===== config.mk =====
export PLATFORM = sky130hd
export DESIGN_NAME = instruction_fetch_controller
export DESIGN_NICKNAME = d
export VERILOG_FILES = /design/src/rtl/instruction_fetch_controller.sv
export SDC_FILE = /design/constraint.sdc
export NUM_CORES = 1
export LEC_CHECK = 0
export CORE_UTILIZATION = 51
export DETAILED_ROUTE_END_ITERATION = 7
export GPL_ROUTABILITY_DRIVEN = 0
export HOLD_SLACK_MARGIN = 0.05
export PLACE_DENSITY_LB_ADDON = 0.2
export SLEW_MARGIN = 25
export SYNTH_ARGS = -nofsm -noshare
export SYNTH_HDL_FRONTEND = slang
export SYNTH_SLANG_ARGS = --single-unit

===== constraint.sdc =====
create_clock -name iCLOCK -period 7.3 [get_ports iCLOCK]
set_clock_uncertainty 0.2 [all_clocks]
set_input_delay 1.46 -clock iCLOCK [delete_from_list [all_inputs] [get_ports iCLOCK]]
set_output_delay 1.46 -clock iCLOCK [all_outputs]
set_load 0.1 [all_outputs]

===== src/rtl/instruction_fetch_controller.sv =====
`default_nettype none
// ============================================================================
// Module   : instruction_fetch_controller
// Brief    : Sequential fetch PC generation, request issue with an outstanding
//            cap, throttling, and redirect flush/drain toward the inst buffer.
// Revision : 1.0 - initial release
// ============================================================================
module instruction_fetch_controller #(
    parameter int          MAX_OUTSTANDING = 4,
    parameter logic [31:0] RESET_PC        = 32'h0000_0000
) (
    input  logic        iCLOCK,
    input  logic        iRESET,
    input  logic        iREDIRECT_VALID,
    input  logic [31:0] iREDIRECT_ADDR,
    input  logic        iFETCH_STOP,
    input  logic        iLOCK,
    output logic        oMEM_REQ,
    output logic [31:0] oMEM_ADDR,
    input  logic        iMEM_BUSY,
    input  logic        iMEM_VALID,
    input  logic [31:0] iMEM_DATA,
    input  logic        iMEM_PAGEFAULT,
    output logic        oINST_VALID,
    output logic [31:0] oINST,
    output logic [31:0] oPC,
    output logic        oPAGEFAULT,
    output logic        oFREE_REFRESH,
    output logic        oERROR
);

    localparam logic [0:0] c_FETCH   = 1'b0;
    localparam logic [0:0] c_DRAIN   = 1'b1;
    localparam logic [2:0] c_MAX_OUT = 3'(MAX_OUTSTANDING);

    logic [0:0]  r_state;
    logic [31:0] r_fetchPc;
    logic [31:0] r_respPc;
    logic [31:0] r_target;
    logic [2:0]  r_outstanding;
    logic        r_instValid;
    logic [31:0] r_inst;
    logic [31:0] r_pc;
    logic        r_pageFault;
    logic        r_freeRefresh;
    logic        r_error;

    logic        w_issue;
    logic        w_accept;
    logic        w_spurious;
    logic        w_respTaken;
    logic        w_forward;
    logic [2:0]  w_outNext;
    logic [31:0] w_redirTarget;

    // Request is held low while reset is asserted so the memory side never
    // sees a request during reset.
    assign w_issue = !iRESET && (r_state == c_FETCH) && !iREDIRECT_VALID
                     && !iFETCH_STOP && !iLOCK && (r_outstanding < c_MAX_OUT);
    assign w_accept      = w_issue && !iMEM_BUSY;
    assign w_spurious    = iMEM_VALID && (r_outstanding == 3'd0) && !w_accept;
    assign w_respTaken   = iMEM_VALID && !w_spurious;
    assign w_forward     = (r_state == c_FETCH) && !iREDIRECT_VALID && w_respTaken;
    assign w_redirTarget = {iREDIRECT_ADDR[31:2], 2'b00};

    always_comb begin
        w_outNext = r_outstanding;
        case ({w_accept, w_respTaken})
            2'b10:   w_outNext = r_outstanding + 3'd1;
            2'b01:   w_outNext = r_outstanding - 3'd1;
            default: w_outNext = r_outstanding;
        endcase
    end

    always_ff @(posedge iCLOCK or posedge iRESET) begin
        if (iRESET) begin
            r_state       <= c_FETCH;
            r_fetchPc     <= RESET_PC;
            r_respPc      <= RESET_PC;
            r_target      <= RESET_PC;
            r_outstanding <= 3'd0;
            r_instValid   <= 1'b0;
            r_inst        <= 32'h0;
            r_pc          <= RESET_PC;
            r_pageFault   <= 1'b0;
            r_freeRefresh <= 1'b0;
            r_error       <= 1'b0;
        end else begin
            r_outstanding <= w_outNext;
            r_instValid   <= w_forward;
            r_freeRefresh <= iREDIRECT_VALID;

            // A response while locked means the cap exceeds buffer headroom.
            if (w_spurious || (w_forward && iLOCK)) begin
                r_error <= 1'b1;
            end

            if (w_forward) begin
                r_inst      <= iMEM_DATA;
                r_pageFault <= iMEM_PAGEFAULT;
                r_pc        <= r_respPc;
                r_respPc    <= r_respPc + 32'd4;
            end

            if (w_accept) begin
                r_fetchPc <= r_fetchPc + 32'd4;
            end

            if (iREDIRECT_VALID) begin
                r_target <= w_redirTarget;
                if (w_outNext == 3'd0) begin
                    r_fetchPc <= w_redirTarget;
                    r_respPc  <= w_redirTarget;
                    r_state   <= c_FETCH;
                end else begin
                    r_state   <= c_DRAIN;
                end
            end else if ((r_state == c_DRAIN) && (w_outNext == 3'd0)) begin
                r_fetchPc <= r_target;
                r_respPc  <= r_target;
                r_state   <= c_FETCH;
            end
        end
    end

    assign oMEM_REQ      = w_issue;
    assign oMEM_ADDR     = r_fetchPc;
    assign oINST_VALID   = r_instValid;
    assign oINST         = r_inst;
    assign oPC           = r_pc;
    assign oPAGEFAULT    = r_pageFault;
    assign oFREE_REFRESH = r_freeRefresh;
    assign oERROR        = r_error;

endmodule
`default_nettype wire


==> results.yml <==
status:
  outcome: "finished, final reports clean"
setup_path:
  path_cells: "clkdlybuf4s50_1 > or3_1 > nor3_1 > o21a_1 > ha_1 > fa_1 > nor3b_1 > a22o_1 > buf_4 > nand2_1 > buf_4 > o311a_1 > or3_1"
  crit_end: "r_respPc[24]$_DFF_PP0_"
  slowest_delay_ps: 640
  arrival_ps: 5740
  crit_start: "iRESET"
  critPathSlowestCell: "nor3_1"
  worstSetupPathType: "in2reg"
  cp.required_ps: 7410
  r2r-start: "r_state$_DFFE_PP0P_"
  rr_worst_depth: 13
  cp-start-kind: "input port"
  r2r_end: "r_respPc[24]$_DFF_PP0_"
  rrSetupSlack_ps: 2760
  crit_path_end_kind: "flip-flop"
  worstPathMaxFanout: 15
routing:
  first_pass_iters: 5
  vias: 6472
  ant_nets: 0
  post_drt_wl_per_cell_um: 16.8
  routed_wl_mm: 19.2
  drt_drc_violations_left: 0
  drt-vias-per-instance: 5.66
  drt_iter0_markers: 473
clocking:
  cts_max_level: 4
  cts_buffer_depth: 2
  cts_hold_buffers: 0
  cts_resized: 0
  postCtsSetupRepairBufs: 0
  clkTransAtPathRegs_ps: 60
  cts_sinks: 160
  clockRootBuffer: "clkbuf_16"
  numCtsBuffers: 17
  clk_latency_ps: 420
  tritoncts: "done"
logic_synthesis:
  netlist_instances: 793
  synth_seq_cells: 160
  synthArstFlopShare_pct: 100
  synth.avg_cell_area_sq_um: 9.61
  synth-seq-area-share_pct: 52.6
  synth.largest_area_cell: "dfrtp_1"
  synth.top_cell.area_share_pct: 52.6
  synth_flop_cell: "dfrtp_1"
  synth_area_leaders: "dfrtp_1 (53%), nand2_1 (11%), mux2_2 (4.6%)"
  synth_edf_count: 0
  yosysMostFrequentCell: "nand2_1"
  yosysWarnings: 0
  synthTopCellsByCount: "nand2_1 (226), dfrtp_1 (160), a21oi_1 (43)"
  synth_cell_types: 59
  syn_area_sq_um: 7620
timing:
  setup_viol: 0
  timing.fmax_ghz: 0.178
  slew_viol_final: 0
  slew_headroom_pct: 30.9
  hold_slack_ps: 273
  finalCriticalPeriod_ps: 5630
  period_share_pct: 77.1
  hold_viol_final: 0
  tightest_slew_ps: 1030
  timing.setup.tns_ps: 0
  rsz0062_at_grt: "no"
floorplan:
  initial_core_util_pct: 52.4
  dieHeight_um: 124
  die_x_um: 124
  io_pins: 173
  die-area_sq_um: 15400
  rows: 44
  core_sq_um: 14500
global_route:
  grt_max_degree: 107
  grt_pass1_vias: 6119
  grt.overflow.total: 0
  grt_pass1_wl_mm: 31.2
  antenna_found_initial: 0
  grt.total_usage_pct: 25.4
final_layout:
  final_nets: 1022
  drive_gt1_share_pct: 9.28
  final_area_sq_um: 9990
  syn2layout_area_growth_pct: 31.1
  fill_cells: 1166
  n_antenna_cell: 0
run:
  drv_cap: 0
placed_design:
  portBuffers: 166
  hpwl_mm: 13.0
  dpl_cell_area_sq_um: 9410
min_path:
  hp-class: "reg2reg"
==> cells by family (layout without fill, tap and decap cells) <==
logic type	Yosys count	in the layout	synth area share (%)
simple gates	367	367	21.9
flops	160	160	52.6
compound gates	125	125	11.2
buf+inv	54	217	2.92
xor+xnor	48	48	5.70
mux	34	34	4.98
fa+ha+maj	4	4	0.756
other cells	1	4	0.0492
==> metal layers <==
| metal | up-vias | GRT usage [%] | wire [um] |
|---|---|---|---|
| met5 | - | 0 | 0 |
| met1 | 3093 | 36.8 | 8960 |
| met4 | 0 | 9.50 | 401 |
| met3 | 31 | 5.73 | 1300 |
| met2 | 280 | 37.1 | 8500 |
| li1 | 3068 | - | - |
==> critical path, delay by kind of cell <==
| kind | cells | cell delay, ps |
|---|---|---|
| and+or+nand+nor | 5 | 1900 |
| buffers and inverters | 3 | 990 |
| adders and majority gates | 2 | 700 |
| AOI/OAI and AO/OA | 3 | 670 |
==> flip-flops by register name, indices dropped and copies added (netlist names), 3 cells and up <==
register / flops
oMEM_ADDR: 30
oINST: 32
r_target: 30
r_respPc: 30
oPC: 30
r_outstanding: 3
==> layout by cell type, fill, tap and decap left out, types with 6 or more instances in the layout <==
master	Yosys	final
a21oi_1	43	43
a22oi_1	6	6
a2bb2oi_1	9	9
and3_1	9	9
buf_4	4	11
clkbuf_16	0	17
clkdlybuf4s50_1	0	165
dfrtp_1	160	160
mux2_2	31	31
nand2_1	226	226
nand3_1	21	21
nand4_1	27	27
nor2_1	37	37
nor3_1	6	6
nor4_1	9	9
o21ai_0	13	13
o22a_1	7	7
o22ai_1	10	10
o31a_1	7	7
o32ai_1	7	7
xnor2_1	12	12
xor2_1	35	35
==> metrics by stage <==
stage	setup slack, ps	utilization (%)	instances
2_1_floorplan	1320	-	796
3_3_place_gp	1530	64.7	1111
3_5_place_dp	1420	64.7	1111
4_1_cts	1760	68.7	1143
5_1_grt	1540	68.7	1143
6_report	1670	68.7	1143
==> final cells by class <==
class	count	area, sq um	area share, %
clock inverters	12	109	1.09
flip-flops and latches	160	4000	40.1
repair buffers	177	1740	17.4
clock buffers	20	467	4.67
multi-input cells	582	3400	34.1
inverters	8	37.5	0.376
well taps	184	230	2.30
==> worst min path at each step <==
stage,start,endpoint,slack [ps],depth (start not counted)
global route,oINST[21]$_DFFE_PP0P_,oINST[21]$_DFFE_PP0P_,290,2
CTS,oINST[0]$_DFFE_PP0P_,oINST[0]$_DFFE_PP0P_,280,2
finish,oINST[6]$_DFFE_PP0P_,oINST[6]$_DFFE_PP0P_,270,2
global placement,oERROR$_DFFE_PP0P_,oERROR$_DFFE_PP0P_,240,1
detailed placement,oINST[0]$_DFFE_PP0P_,oINST[0]$_DFFE_PP0P_,260,2
floorplan,r_respPc[31]$_DFF_PP0_,oPC[31]$_DFFE_PP0P_,250,2
Power is not shown: default switching activity piles up to over one toggle a cycle in this logic, so the estimate is an artifact.
